### config.mk
export PLATFORM = sky130hd
export DESIGN_NAME = color_ref_capture_ctrl
export DESIGN_NICKNAME = d
export VERILOG_FILES = /design/src/rtl/color_detect_pkg.sv /design/src/rtl/btn_debounce.sv /design/src/rtl/color_ref_capture_ctrl.sv
export SDC_FILE = /design/constraint.sdc
export NUM_CORES = 1
export LEC_CHECK = 0
export BUFFER_PORTS_ARGS = -buffer_cell sky130_fd_sc_hd__buf_4
export CAP_MARGIN = 10
export CORE_MARGIN = 8
export CORE_UTILIZATION = 50
export CTS_BUF_LIST = sky130_fd_sc_hd__clkbuf_16
export CTS_CLUSTER_DIAMETER = 150
export DETAILED_ROUTE_END_ITERATION = 12
export PLACE_DENSITY_LB_ADDON = 0.05
export SLEW_MARGIN = 5
export SYNTH_ARGS = -nofsm -noshare
export SYNTH_HDL_FRONTEND = slang
export SYNTH_SLANG_ARGS = --single-unit
### constraint.sdc
create_clock -name pclk -period 2.5 [get_ports pclk]
set_input_delay 0.25 -clock pclk [delete_from_list [all_inputs] [get_ports pclk]]
set_output_delay 0.25 -clock pclk [all_outputs]
set_load 0.01 [all_outputs]
### src/rtl/color_detect_pkg.sv
`default_nettype none
// +----------------------------------------------------------------------+
// | Module  : color_detect_pkg                                           |
// | Brief   : Shared types and constants for the colour-detect path.     |
// | Rev     : 1.0  initial release                                       |
// +----------------------------------------------------------------------+
package color_detect_pkg;

    typedef enum logic [1:0] {
        IDLE   = 2'd0,
        ARMED  = 2'd1,
        ACCUM  = 2'd2,
        DIVIDE = 2'd3
    } state_t;

    localparam int          WIN_HALF  = 16;
    localparam int          WIN_LOG2  = 10;
    localparam int          SUM_W     = 22;
    localparam logic [23:0] REF_CLEAR = 24'hFFFFFF;

endpackage
`default_nettype wire

### src/rtl/btn_debounce.sv
`default_nettype none
// +----------------------------------------------------------------------+
// | Module  : btn_debounce                                               |
// | Brief   : 2-FF synchroniser, stable-level filter, rising press pulse.|
// | Rev     : 1.0  initial release                                       |
// +----------------------------------------------------------------------+
module btn_debounce #(
    parameter int DEBOUNCE_CYCLES = 50000
) (
    input  logic pclk,
    input  logic rst_n,
    input  logic btn_in,
    output logic press
);

    localparam int                 c_CNT_W    = $clog2(DEBOUNCE_CYCLES);
    localparam logic [c_CNT_W-1:0] c_CNT_LAST = c_CNT_W'(DEBOUNCE_CYCLES - 1);

    logic               r_sync0;
    logic               r_sync1;
    logic               r_stable;
    logic               r_press;
    logic [c_CNT_W-1:0] r_cnt;

    // The counter only runs while the synced level disagrees with the accepted one.
    always_ff @(posedge pclk) begin
        if (!rst_n) begin
            r_sync0  <= 1'b0;
            r_sync1  <= 1'b0;
            r_stable <= 1'b0;
            r_press  <= 1'b0;
            r_cnt    <= '0;
        end else begin
            r_sync0 <= btn_in;
            r_sync1 <= r_sync0;
            r_press <= 1'b0;
            if (r_sync1 == r_stable) begin
                r_cnt <= '0;
            end else if (r_cnt == c_CNT_LAST) begin
                r_cnt    <= '0;
                r_stable <= r_sync1;
                r_press  <= r_sync1;
            end else begin
                r_cnt <= r_cnt + 1'b1;
            end
        end
    end

    assign press = r_press;

endmodule
`default_nettype wire

### src/rtl/color_ref_capture_ctrl.sv
`default_nettype none
// +----------------------------------------------------------------------+
// | Module  : color_ref_capture_ctrl                                     |
// | Brief   : Button-armed, frame-aligned centre-window colour capture.  |
// | Rev     : 1.0  initial release                                       |
// +----------------------------------------------------------------------+
module color_ref_capture_ctrl
    import color_detect_pkg::*;
#(
    parameter int IMG_WIDTH       = 320,
    parameter int IMG_HEIGHT      = 240,
    parameter int FRAMES_LOG2     = 0,
    parameter int DEBOUNCE_CYCLES = 50000
) (
    input  logic        pclk,
    input  logic        rst_n,
    input  logic        btn_extract,
    input  logic        sw_clear,
    input  logic [11:0] h_cnt,
    input  logic [10:0] v_cnt,
    input  logic [23:0] rgb,
    output logic [23:0] ref_rgb,
    output logic        ref_valid,
    output logic        busy,
    output logic        capture_done
);

    localparam logic [11:0] c_H_LO       = 12'(IMG_WIDTH / 2 - WIN_HALF);
    localparam logic [11:0] c_H_HI       = 12'(IMG_WIDTH / 2 + WIN_HALF);
    localparam logic [10:0] c_V_LO       = 11'(IMG_HEIGHT / 2 - WIN_HALF);
    localparam logic [10:0] c_V_HI       = 11'(IMG_HEIGHT / 2 + WIN_HALF);
    localparam logic [10:0] c_V_SOF      = 11'd1;
    localparam logic [10:0] c_V_EOF      = 11'(IMG_HEIGHT - 2);
    localparam int          c_SHIFT      = WIN_LOG2 + FRAMES_LOG2;
    localparam logic [3:0]  c_LAST_FRAME = 4'((1 << FRAMES_LOG2) - 1);

    state_t             r_state;
    state_t             w_next;
    logic               w_press;
    logic               w_in_win;
    logic               w_sof;
    logic               w_eof;
    logic               w_start;
    logic               w_add;
    logic               w_frame_inc;
    logic               w_commit;
    logic [23:0]        w_div;
    logic [SUM_W-1:0]   r_sum_r;
    logic [SUM_W-1:0]   r_sum_g;
    logic [SUM_W-1:0]   r_sum_b;
    logic [3:0]         r_frame_cnt;
    logic [23:0]        r_ref_rgb;
    logic               r_ref_valid;
    logic               r_done;
    logic               w_unused;

    btn_debounce #(
        .DEBOUNCE_CYCLES (DEBOUNCE_CYCLES)
    ) u_debounce (
        .pclk   (pclk),
        .rst_n  (rst_n),
        .btn_in (btn_extract),
        .press  (w_press)
    );

    assign w_in_win = (h_cnt >= c_H_LO) && (h_cnt < c_H_HI) &&
                      (v_cnt >= c_V_LO) && (v_cnt < c_V_HI);
    assign w_sof    = (v_cnt == c_V_SOF) && (h_cnt == 12'd0);
    assign w_eof    = (v_cnt == c_V_EOF) && (h_cnt == 12'd0);

    always_ff @(posedge pclk) begin
        if (!rst_n) begin
            r_state <= IDLE;
        end else begin
            r_state <= w_next;
        end
    end

    // Clear overrides every other event, including a pending commit.
    always_comb begin
        w_next      = r_state;
        w_start     = 1'b0;
        w_add       = 1'b0;
        w_frame_inc = 1'b0;
        w_commit    = 1'b0;
        if (sw_clear) begin
            w_next = IDLE;
        end else begin
            case (r_state)
                IDLE: begin
                    if (w_press) begin
                        w_next = ARMED;
                    end
                end
                ARMED: begin
                    if (w_sof) begin
                        w_next  = ACCUM;
                        w_start = 1'b1;
                    end
                end
                ACCUM: begin
                    w_add = w_in_win;
                    if (w_eof) begin
                        if (r_frame_cnt == c_LAST_FRAME) begin
                            w_next = DIVIDE;
                        end else begin
                            w_frame_inc = 1'b1;
                        end
                    end
                end
                DIVIDE: begin
                    w_commit = 1'b1;
                    w_next   = IDLE;
                end
                default: begin
                    w_next = IDLE;
                end
            endcase
        end
    end

    always_ff @(posedge pclk) begin
        if (!rst_n || sw_clear || w_start) begin
            r_sum_r     <= '0;
            r_sum_g     <= '0;
            r_sum_b     <= '0;
            r_frame_cnt <= '0;
        end else begin
            if (w_add) begin
                r_sum_r <= r_sum_r + SUM_W'(rgb[23:16]);
                r_sum_g <= r_sum_g + SUM_W'(rgb[15:8]);
                r_sum_b <= r_sum_b + SUM_W'(rgb[7:0]);
            end
            if (w_frame_inc) begin
                r_frame_cnt <= r_frame_cnt + 4'd1;
            end
        end
    end

    // Divide by pixel count times frame count is a plain bit select.
    assign w_div = {r_sum_r[c_SHIFT +: 8], r_sum_g[c_SHIFT +: 8], r_sum_b[c_SHIFT +: 8]};

    always_ff @(posedge pclk) begin
        if (!rst_n || sw_clear) begin
            r_ref_rgb   <= REF_CLEAR;
            r_ref_valid <= 1'b0;
            r_done      <= 1'b0;
        end else begin
            r_done <= w_commit;
            if (w_commit) begin
                r_ref_rgb   <= w_div;
                r_ref_valid <= 1'b1;
            end
        end
    end

    assign ref_rgb      = r_ref_rgb;
    assign ref_valid    = r_ref_valid;
    assign capture_done = r_done;
    assign busy         = (r_state != IDLE);
    assign w_unused     = ^{r_sum_r, r_sum_g, r_sum_b};

endmodule
`default_nettype wire

==> results.json <==
{
  "ys_seq_area_frac": 0.380,
  "n_fill_cell": 936,
  "cts.htree.levels": 3,
  "layout.nets": 814,
  "drc": 0,
  "mostFrequentLayoutCell": "dfxtp_1",
  "ctsHoldBuffers": 0,
  "powerDensity_nw_per_um2": 474,
  "critPathMaxFanout": 10,
  "layout_min_cycle_time_ps": 2320,
  "worst-slew-pin-transition_ps": 829,
  "min_path_cells": 2,
  "holdPathEnd": "u_debounce.r_sync0",
  "port_buffers": 77,
  "final_cell_mix": "dfxtp_1, nand2_1, buf_4",
  "insertion_delay_ps": 350,
  "ys.flop_type": "dfxtp_1",
  "min_path_type": "in2reg",
  "cts_tree": "yes",
  "avgSynthCellArea_um2": 8.65,
  "diodes": 0,
  "grt_max_degree": 29,
  "fp.coreArea_um2": 10900,
  "async_reset_ff_frac": 0,
  "ys_warn_count": 0,
  "end_kind": "flop",
  "maxCapViolCount": 0,
  "synth_cell_types": 54,
  "crit_type": "reg2reg",
  "synth_edf_count": 0,
  "fp-row-count": 38,
  "via_per_inst": 5.63,
  "die_area_um2": 14800,
  "drt_first_pass_iters": 4,
  "r2r_slack_ps": 180,
  "final_hold_viol_count": 0,
  "die_y_um": 122,
  "cts_sinks": 106,
  "area_delta_synth_final_pct": 19.4,
  "grt_pass1_wl_um": 21800,
  "first_global_vias": 4894,
  "ys_ff_latch": 106,
  "outcome": "complete, no violations",
  "die_w_um": 122,
  "gp_congestion": 0.810,
  "rr_endpoint": "r_sum_b[10]",
  "syn_area_um2": 5590,
  "period_share": 0.929,
  "ant_nets": 0,
  "post-place-ws_ps": 110,
  "cts_buffers": 9,
  "startpoint_type": "flop",
  "start_util": 0.513,
  "wire_per_inst_um": 14.4,
  "slew_headroom": 0.443,
  "clk_pin_slew_ps": 70,
  "timing.rr.start": "r_sum_b[0]",
  "critPathRequiredTime_ps": 2780,
  "rsz0062_at_grt": "no",
  "grt_use_total": 0.177,
  "vias": 4919,
  "hold_start": "btn_extract",
  "final_cells": 873,
  "fmax_mhz": 431,
  "power.leakage_nw": 2.46,
  "drive_above_1_share": 0.162,
  "tns_ps": 0,
  "synth_fp_nets": 732,
  "post_cts_buffers": 0,
  "antenna_found_initial": 0,
  "crit_path_start": "r_sum_b[0]",
  "top_level_ports": 78,
  "fin_worst_skew_ps": 7.90,
  "wirelength_um": 12600,
  "dp_cells": 857,
  "slew_violations": 0,
  "setup_ws_ps": 178,
  "finalPower_mw": 3.16,
  "ir_drop_mv": 0.283,
  "reg2reg_depth": 8,
  "first_iter_violations": 207,
  "hpwl_um": 9430,
  "setup_violations": 0,
  "grt.overflow.total": 0,
  "synth_cells": 646,
  "crit_arrival_ps": 2600,
  "cts_buffer_depth": 2,
  "cts_root_buffer": "clkbuf_16"
}
## per-layer routing
metal,share of wire,track usage,up-vias
met5,0,0,-
met2,0.48,0.304,107
met3,0.042,0.0333,15
li1,-,-,2488
met1,0.46,0.215,2309
met4,0.016,0.0702,0
## how the worst max path moves through the flow
| stage | endpoint | slack [ps] |
|---|---|---|
| after floorplan | r_sum_r[17] | 410 |
| after global placement | r_sum_r[5] | 150 |
| after detailed placement | r_sum_r[8] | 110 |
| after CTS | r_sum_r[6] | 180 |
| after global routing | r_sum_b[10] | 20 |
| final | r_sum_b[10] | 180 |
## worst max-delay path: stages, from the launching register on
cell	delay, ps
dfxtp_1	330
ha_1	190
inv_1	60
fa_1	400
nor2b_1	170
o31a_1	180
o21ai_1	280
or4_1	490
a21oi_1	140
## cell usage after synthesis (all sizes together) (3+ instances only)
library cell	instances	area (um2)
fa	3	60.1
o211ai	11	82.6
buf	9	45.1
a31oi	5	31.3
a21oi	39	195
o41ai	3	26.3
a211oi	20	150
nand2b	22	138
nor4	3	48.8
nor2	50	188
nor3	6	30.0
xor2	16	140
nand3	18	95.1
o21ai	21	105
or3	6	37.5
o311ai	5	43.8
nand2	97	367
clkbuf	14	52.6
mux2i	39	390
nor2b	6	37.5
nand3b	5	37.5
or4	14	113
dfxtp	106	2120
o21a	5	37.5
a21o	3	22.5
o31ai	6	45.0
nand4	17	106
xnor2	10	87.6
ha	32	400
and2	7	43.8
inv	22	82.6
and3	5	31.3
## where the power goes
part / switching (mW) / leakage [nW] / internal [mW]
clock: 0.615 / 0.139 / 0.665
combinational: 0.0942 / 1.47 / 0.0951
sequential: 0.00117 / 0.855 / 1.69
## kinds of logic after synthesis
family | share of synthesized area
muxes | 0.0699
buffers and inverters | 0.0323
adders and majority gates | 0.0824
AOI/OAI and AO/OA | 0.150
DFF | 0.380
xor gates and xnor gates | 0.0408
and+or+nand+nor | 0.245
## cell type report
cell class,instances,area [um2],share of cell area
multi-input cells,495,3300,0.494
flip-flops and latches,106,2120,0.318
repair buffers,94,731,0.110
clock buffers,9,225,0.0338
well taps,140,175,0.0263
inverters,22,82.6,0.0124
clock inverters,7,37.5,0.00563
## flip-flops by register name (all words and copies together) (netlist names)
register and count:
u_debounce.r_cnt 16, u_debounce.r_stable 1, r_sum_b 18, capture_done 1
u_debounce.press 1, u_debounce.r_sync0 1, ref_valid 1, r_sum_r 18
r_state 2, r_sum_g 18, r_frame_cnt 4, u_debounce.r_sync1 1
ref_rgb 24
## metrics by stage
step                hold WS (ps)  utilization  area, um2
finish                       111        0.613       6670
global route                 122        0.613       6670
CTS                          101        0.612       6670
detailed placement           428        0.588       6400
floorplan                    372            -       5590
global placement             414        0.588       6400
## timing repair
action / 4_1_cts / 5_1_grt
endpoints found under the setup margin: 0 / 2
hold endpoints to repair: 0 / 0
gates resized for setup: 0 / 2
Power figures use the tool's default switching activity.
